--- src/rtl/req_arbiter_if.sv ---
// Request/grant bundle between requesters and the round-robin arbiter.
// master = requester/resource side, slave = arbiter side.
interface req_arbiter_if #(
  parameter int NUM_REQ   = 4,
  parameter int SEL_WIDTH = 4
);
  logic [NUM_REQ-1:0]   req;
  logic                 done;
  logic [NUM_REQ-1:0]   gnt;
  logic                 gnt_valid;
  logic [SEL_WIDTH-1:0] sel;
  logic                 timeout;
  logic                 busy;

  modport master (
    output req,
    output done,
    input  gnt,
    input  gnt_valid,
    input  sel,
    input  timeout,
    input  busy
  );

  modport slave (
    input  req,
    input  done,
    output gnt,
    output gnt_valid,
    output sel,
    output timeout,
    output busy
  );
endinterface

--- src/rtl/req_arbiter.sv ---
// Round-robin arbiter for one shared datapath resource.
// Holds a grant until done, abandon or hold timeout; one idle gap between grants.
module req_arbiter #(
  parameter int NUM_REQ   = 4,
  parameter int SEL_WIDTH = 4,
  parameter int MAX_HOLD  = 64
) (
  input logic          clk,
  input logic          rst,
  req_arbiter_if.slave arb
);

  localparam int CNT_W = (MAX_HOLD > 0) ? $clog2(MAX_HOLD + 1) : 1;
  localparam bit HOLD_EN = (MAX_HOLD != 0);
  localparam logic [CNT_W-1:0] CNT_MAX = CNT_W'(MAX_HOLD);
  localparam logic [CNT_W-1:0] CNT_LAST = CNT_W'(MAX_HOLD - 1);
  localparam logic [SEL_WIDTH-1:0] LAST_IDX = SEL_WIDTH'(NUM_REQ - 1);

  if (NUM_REQ < 2 || NUM_REQ > 16) begin : g_bad_num
    $error("req_arbiter: NUM_REQ out of range");
  end
  if ((1 << SEL_WIDTH) < NUM_REQ) begin : g_bad_sel
    $error("req_arbiter: SEL_WIDTH too narrow");
  end

  typedef enum logic {
    S_IDLE = 1'b0,
    S_BUSY = 1'b1
  } state_t;

  state_t               state_q, state_d;
  logic [NUM_REQ-1:0]   gnt_q, gnt_d;
  logic [SEL_WIDTH-1:0] sel_q, sel_d;
  logic [SEL_WIDTH-1:0] ptr_q, ptr_d;
  logic [CNT_W-1:0]     cnt_q, cnt_d;
  logic                 tmo_q, tmo_d;

  logic [NUM_REQ-1:0]   hi_oh, lo_oh, win_oh;
  logic [SEL_WIDTH-1:0] hi_idx, lo_idx, win_idx;
  logic                 hi_hit, lo_hit;
  logic                 own_req;
  logic                 hold_hit;
  logic                 release_now;

  // Rotating search: first hit at or above ptr, else first hit overall.
  always_comb begin
    hi_oh  = '0;
    lo_oh  = '0;
    hi_idx = '0;
    lo_idx = '0;
    hi_hit = 1'b0;
    lo_hit = 1'b0;
    for (int i = 0; i < NUM_REQ; i++) begin
      if (arb.req[i] && !lo_hit) begin
        lo_hit   = 1'b1;
        lo_idx   = SEL_WIDTH'(i);
        lo_oh[i] = 1'b1;
      end
      if (arb.req[i] && !hi_hit &&
          SEL_WIDTH'(i) >= ptr_q) begin
        hi_hit   = 1'b1;
        hi_idx   = SEL_WIDTH'(i);
        hi_oh[i] = 1'b1;
      end
    end
  end

  assign win_oh  = hi_hit ? hi_oh : lo_oh;
  assign win_idx = hi_hit ? hi_idx : lo_idx;

  assign own_req  = |(gnt_q & arb.req);
  assign hold_hit = HOLD_EN && (cnt_q == CNT_LAST);
  assign release_now = arb.done || !own_req || hold_hit;

  // Next-state and next-output logic; release causes checked done first.
  always_comb begin
    state_d = state_q;
    gnt_d   = gnt_q;
    sel_d   = sel_q;
    ptr_d   = ptr_q;
    cnt_d   = cnt_q;
    tmo_d   = 1'b0;
    unique case (state_q)
      S_IDLE: begin
        if (lo_hit) begin
          state_d = S_BUSY;
          gnt_d   = win_oh;
          sel_d   = win_idx;
          cnt_d   = '0;
        end
      end
      S_BUSY: begin
        if (HOLD_EN && cnt_q != CNT_MAX) begin
          cnt_d = cnt_q + 1'b1;
        end
        if (release_now) begin
          state_d = S_IDLE;
          gnt_d   = '0;
          ptr_d   = (sel_q == LAST_IDX) ? '0
                                         : sel_q + 1'b1;
          tmo_d   = !arb.done && own_req && hold_hit;
        end
      end
      default: begin
        state_d = S_IDLE;
        gnt_d   = '0;
      end
    endcase
  end

  // State and registered outputs, synchronous reset.
  always_ff @(posedge clk) begin
    if (rst) begin
      state_q <= S_IDLE;
      gnt_q   <= '0;
      sel_q   <= '0;
      ptr_q   <= '0;
      cnt_q   <= '0;
      tmo_q   <= 1'b0;
    end else begin
      state_q <= state_d;
      gnt_q   <= gnt_d;
      sel_q   <= sel_d;
      ptr_q   <= ptr_d;
      cnt_q   <= cnt_d;
      tmo_q   <= tmo_d;
    end
  end

  assign arb.gnt       = gnt_q;
  assign arb.sel       = sel_q;
  assign arb.timeout   = tmo_q;
  assign arb.busy      = (state_q == S_BUSY);
  assign arb.gnt_valid = (state_q == S_BUSY);

endmodule
--- src/flat_wrapper.sv ---
// flat-port wrapper written by rule: the top's interface ports become plain ports
module req_arbiter_flat 
#(
  parameter int NUM_REQ   = 4,
  parameter int SEL_WIDTH = 4,
  parameter int MAX_HOLD  = 64
)
  (clk, rst, arb_req, arb_done, arb_gnt, arb_gnt_valid, arb_sel, arb_timeout, arb_busy);
  req_arbiter_if #(.NUM_REQ(NUM_REQ), .SEL_WIDTH(SEL_WIDTH)) arb_i ();
  input logic clk;
  input logic rst;
  input wire logic [$bits(arb_i.req)-1:0] arb_req;
  input wire logic [$bits(arb_i.done)-1:0] arb_done;
  output wire logic [$bits(arb_i.gnt)-1:0] arb_gnt;
  output wire logic [$bits(arb_i.gnt_valid)-1:0] arb_gnt_valid;
  output wire logic [$bits(arb_i.sel)-1:0] arb_sel;
  output wire logic [$bits(arb_i.timeout)-1:0] arb_timeout;
  output wire logic [$bits(arb_i.busy)-1:0] arb_busy;
  assign arb_i.req = arb_req;
  assign arb_i.done = arb_done;
  assign arb_gnt = arb_i.gnt;
  assign arb_gnt_valid = arb_i.gnt_valid;
  assign arb_sel = arb_i.sel;
  assign arb_timeout = arb_i.timeout;
  assign arb_busy = arb_i.busy;
  req_arbiter #(.NUM_REQ(NUM_REQ), .SEL_WIDTH(SEL_WIDTH), .MAX_HOLD(MAX_HOLD)) u_core (.clk(clk), .rst(rst), .arb(arb_i));
endmodule
--- config.mk ---
export PLATFORM = sky130hd
export DESIGN_NAME = req_arbiter_flat
export DESIGN_NICKNAME = d
export VERILOG_FILES = /design/src/rtl/req_arbiter_if.sv /design/src/rtl/req_arbiter.sv /design/src/flat_wrapper.sv
export SDC_FILE = /design/constraint.sdc
export NUM_CORES = 1
export LEC_CHECK = 0
export BUFFER_PORTS_ARGS = -buffer_cell sky130_fd_sc_hd__buf_2
export CORE_MARGIN = 5
export CORE_UTILIZATION = 54
export DETAILED_ROUTE_END_ITERATION = 10
export HOLD_SLACK_MARGIN = 0.15
export PLACE_DENSITY = 0.77
export SYNTH_ARGS = -nofsm -noshare
export SYNTH_HDL_FRONTEND = slang
export SYNTH_SLANG_ARGS = --single-unit
--- constraint.sdc ---
create_clock -name clk -period 1.9 [get_ports clk]
set_input_delay 0.095 -clock clk [delete_from_list [all_inputs] [get_ports clk]]
set_output_delay 0.095 -clock clk [all_outputs]
set_load 0.05 [all_outputs]
Word-level counts from Yosys, hierarchy flattened
Index checks and enable logic that the tools add are counted.

operators by class
  equal/unequal tests = 6
  add/subtract/negate cells = 2
  muxes and demuxes = 32
  bitwise operators = 3
  magnitude comparators = 4
  reductions and logical operators = 28

operators with widths
  kind                 number
  $mux 4               7
  $mux 1               18
  $mux 7               2
  $pmux 7 s2           1
  $logic_and 1x1->1    12
  $ge 1x4->1 const A   2
  $ge 2x4->1 const A   2
  $logic_not 1->1      8
  $pmux 4 s2           1
  $reduce_and 2->1     4
  $add 7x1->7 const B  1
  $eq 7x6->1 const B   1
  $ne 7x7->1 const B   1
  $add 4x1->4 const B  1
  $and 4x4->4          1
  $eq 4x2->1 const B   1
  $mux 2               2
  $ne 2x2->1 const B   2
  $reduce_or 4->1      1
  $reduce_or 3->1      1
  $logic_or 1x1->1     2
  $ne 2x1->1 const B   1
  $not 1->1            2
  $pmux 1 s2           1

word-level totals
  word-level logic and storage cells = 81
  output and inout port bits = 11
  input port bits = 7
  bits in registers = 21

Logic depth before layout (Yosys ltp)
  depth in word-level cells = 18
  depth in mapped cells = 6
  gate-level depth less buffers = 6

Least setup slack after synthesis
Ideal clock, no wire load.

  path kind = reg2reg
  start point = register u_core.state_q (netlist: u_core.arb.busy)
  end point = register u_core.cnt_q[6]
  arrival = 1.580 ns
  buffers on the path = 2
  data required time = 1.812 ns
  stages on the path, launching flop included = 5
  period minus slack after synthesis = 1.668 ns
  slack = 0.232 ns
  library setup time = 0.088 ns
  cell sequence = dfxtp_1 buf_2 clkbuf_1 a41oi_1 a311oi_2

on the way
  word-level cells in the longest chain between the ends = 3

ends and longest elaborated chain
  element                     RTL line            source
  start, declared             req_arbiter.sv:31   state_t state_q, state_d;
  start signal, assigned      req_arbiter.sv:121  state_q <= state_d;
  $not 1->1 (no line)         n/a
  $ne 2x1->1 (no line)        n/a
  $reduce_and 2->1 (no line)  n/a
  end signal, assigned        req_arbiter.sv:125  cnt_q <= cnt_d;
  end, declared               req_arbiter.sv:35   logic [CNT_W-1:0] cnt_q, cnt_d;

Parallel ways exist; a longest one is shown, timed or not.
A chain may end at the register's enable or synchronous reset.

Worst setup path after layout
  start point = register u_core.cnt_q[1]
  end point = register u_core.tmo_q (netlist: u_core.arb.timeout)

on the way
  word-level cells in the longest chain between the ends = 4

ends and longest elaborated chain
  element                    RTL line            source
  $eq 7x6->1 (*)             req_arbiter.sv:72   assign hold_hit = HOLD_EN && (cnt_q == CNT_LAST);
  $logic_or 1x1->1           req_arbiter.sv:73   assign release_now = arb.done || !own_req || hold_hit;
  $not 1->1 (no line)        n/a
  $reduce_or 3->1 (no line)  n/a
  end signal, assigned       req_arbiter.sv:126  tmo_q <= tmo_d;
  end, declared              req_arbiter.sv:36   logic tmo_q, tmo_d;

Every way passes the cells marked *; elsewhere a longest branch is shown, timed or not.

==> impl_results.rst <==
.. list-table::
   :header-rows: 1

   * - Metric
     - Value
   * - Synthesized area
     - 1080 sq um
   * - Shortest clock period the worst path allows after layout
     - between 1500 and 2000 ps
   * - Number of failing setup endpoints in the final timing report
     - 0
   * - Vias per Instance
     - ~6
   * - Core box area
     - between 1500 and 2000 sq um
   * - RSZ-0062 raised after global routing
     - false
   * - Proportion of layout cells with a drive suffix above 1
     - a little over a quarter
   * - Data arrival at the endpoint of the critical path
     - 1790 ps
   * - Number of register bits inferred by synthesis
     - 17
   * - Layout net count
     - about 150
   * - Count of flip-flops with a built-in enable after synthesis
     - 0
   * - Grt met1 use
     - roughly a quarter
   * - Chip Width
     - between 50 and 60 um
   * - Count of pins over their slew limit
     - 0
   * - Synthesis-to-layout area growth
     - 9.23%
   * - Seq/Total Area, Yosys
     - roughly a third
   * - Antenna violations before repair
     - 0
   * - Sort of element at the end of the critical path
     - flop
   * - Avg WL per Cell
     - roughly 15 um
   * - Weighted congestion at the end of routability-driven global placement
     - between 0.7 and 0.8
   * - Post-synthesis async set-or-reset flop share
     - 0%
   * - Most frequent cells in the layout
     - sky130_fd_sc_hd__dfxtp_1, sky130_fd_sc_hd__buf_2, sky130_fd_sc_hd__a21oi_1
   * - Die height
     - roughly 55 um
   * - Total iterations of the first detailed-routing run
     - 4
   * - Leakage dissipation
     - approximately 0.00044 uW
   * - Design Area, Final
     - 1180 sq um
   * - Root Driver
     - sky130_fd_sc_hd__clkbuf_4
   * - Critical Path Start Type
     - flop
   * - Half-perimeter wire length after placement
     - ~1.8 mm
   * - Clock transition at the registers of the reported paths
     - around 110 ps
   * - Cts bufs inserted
     - 3
   * - Max IR drop VDD
     - about 0.36 mV
   * - Warning count from the yosys run
     - 0
   * - Number of hold violations in the final report
     - 0
   * - Number of cell rows
     - 16
   * - Placed Instance Area
     - about 1100 sq um
   * - Filler cell count
     - roughly 190
   * - Die area
     - about 3000 sq um
   * - Initial Utilization
     - about 56%
   * - Accumulated negative setup slack
     - 0 ps
   * - Grt peak-use layer
     - met2
   * - Top achievable clock speed
     - between 600 and 700 MHz
   * - Initial DRC count
     - 32
   * - Fraction of met2 tracks used by global routing
     - 31.5%
   * - # Post-CTS Setup Buffers
     - 0
   * - Overall global routing resource usage
     - 18.9%
   * - PD cells
     - 680 nW/um^2
   * - Vias in the first global route
     - around 970
   * - Outcome
     - completed
   * - H-tree level count
     - 1
   * - First-pass GRT wire length
     - just over 4 mm
   * - Maximum number of pins on one net before global-route repair
     - 26
   * - Largest cells by area after synthesis
     - sky130_fd_sc_hd__dfxtp_1, sky130_fd_sc_hd__a21oi_1, sky130_fd_sc_hd__a211oi_2
   * - Most instantiated flip-flop cell in the synthesis netlist
     - sky130_fd_sc_hd__dfxtp_1
   * - Worst hold-check slack
     - 184 ps
   * - WL final
     - between 2 and 2.5 mm
   * - Diodes inserted
     - 0
   * - Remaining antenna violation count after routing
     - 0
   * - Maximum fanout along the worst path
     - 5
   * - Detailed-route DRC error count
     - 0
   * - Total via count in the routed design
     - 1013
   * - Library cell with the largest summed area after synthesis
     - sky130_fd_sc_hd__dfxtp_1
   * - Min-Delay Path Class
     - input port to flop
   * - Synth Area per Inst
     - 8.61 sq um
   * - Clock buffer depth
     - 2
   * - CP required
     - 2100 ps
   * - Clock insertion delay at the later pin of the skew report
     - about 300 ps
   * - Count of different cell masters after synthesis
     - 52
   * - Final Cycle Share
     - a little over four fifths
   * - Clock tree from TritonCTS
     - yes
   * - Most common cell after layout, fill and taps aside
     - sky130_fd_sc_hd__dfxtp_1
   * - Number of clock sinks
     - 17
   * - Max-cap viol count
     - 0
   * - Met3 GRT Util
     - around 2.5%
   * - Total gr overflow
     - 0
   * - Skew final
     - 9.59 ps
   * - Instance count of the mapped netlist
     - ~130
   * - Number of buffer cells added on primary ports
     - 15
   * - I/O pins
     - 18
   * - Top-area cell type share of the netlist area
     - 31.4%
   * - Critical path type
     - flop to flop
## through the flow
stage	utilization, %	std cells	total power [uW]	worst slack (ps)
floorplan	-	127	562	232
global placement	59.1	160	597	366
detailed placement	59.1	160	603	325
CTS	61.0	165	805	304
global route	61.0	165	845	174
finish	61.0	165	806	307
## final timing paths
check | start | endpoint | slack [ps] | cells after the start
worst max-delay path | u_core.cnt_q[1] | u_core.arb.timeout | 310 | 4
worst min-delay path | arb_req[2] | u_core.arb.gnt[2] | 180 | 3
worst max register to register | u_core.cnt_q[1] | u_core.arb.timeout | 310 | 4
worst min register to register | u_core.arb.sel[1] | u_core.arb.sel[1] | 520 | 2
## cells by family after synthesis
| group | count (synthesis) | share of synthesized area [%] |
|---|---|---|
| DFF | 17 | 31.4 |
| and+or+nand+nor | 49 | 27.0 |
| other | 1 | 0.346 |
| buffers and inverters | 14 | 6.80 |
| muxes | 1 | 0.923 |
| xor gates and xnor gates | 1 | 0.808 |
| AOI/OAI and AO/OA | 40 | 29.3 |
| adders and majority gates | 3 | 3.46 |
## report_power, final
group	internal (uW)	total (uW)	leakage (uW)	switching (uW)
Sequential	372	394	0.000138	21.4
Combinational	65.2	204	0.000284	138
Clock	78.6	208	0.0000177	130
## critical path, stage by stage, from the launching register on
cell and delay (ps):
sky130_fd_sc_hd__dfxtp_1 380, sky130_fd_sc_hd__ha_1 210, sky130_fd_sc_hd__nand3_1 150, sky130_fd_sc_hd__or3_1 430
sky130_fd_sc_hd__nor4b_1 330
## cell usage after synthesis (3+ instances only)
master                     number
sky130_fd_sc_hd__nand2b_1       4
sky130_fd_sc_hd__nor2_1         8
sky130_fd_sc_hd__buf_4          3
sky130_fd_sc_hd__inv_1          3
sky130_fd_sc_hd__dfxtp_1       17
sky130_fd_sc_hd__a21oi_1       10
sky130_fd_sc_hd__a22oi_1        3
sky130_fd_sc_hd__and3_1         3
sky130_fd_sc_hd__a211oi_2       3
sky130_fd_sc_hd__ha_1           3
sky130_fd_sc_hd__clkbuf_1       5
sky130_fd_sc_hd__nand3_1        4
sky130_fd_sc_hd__nand2_1        9
## layout make-up
class | count | area, sq um | area share [%]
sequential | 17 | 340 | 28.7
clock buffer | 3 | 22.5 | 1.90
multi-input combinational | 96 | 674 | 56.9
inverter | 4 | 16.3 | 1.37
timing repair buffer | 17 | 92.6 | 7.81
tap | 27 | 33.8 | 2.85
clock inverter | 1 | 5.00 | 0.422
## registers in the layout, summed over array words and instances, names as in the netlist
| signal | cells |
|---|---|
| u_core.arb.busy | 1 |
| u_core.arb.timeout | 1 |
| u_core.arb.sel | 2 |
| u_core.ptr_q | 2 |
| u_core.cnt_q | 7 |
| u_core.arb.gnt | 4 |
## timing repair
action                    CTS  global route
resized for setup           0             0
hold endpoints to repair    2             0
hold buffers                1             0
## routing by layer
| metal | routed length [um] | up-vias | share of wire (%) |
|---|---|---|---|
| met1 | 1150 | 477 | 46 |
| met2 | 1190 | 32 | 48 |
| li1 | - | 499 | - |
| met5 | 0 | - | 0 |
| met4 | 36 | 0 | 1.4 |
| met3 | 114 | 5 | 4.6 |
Power figures use the tool's default switching activity.
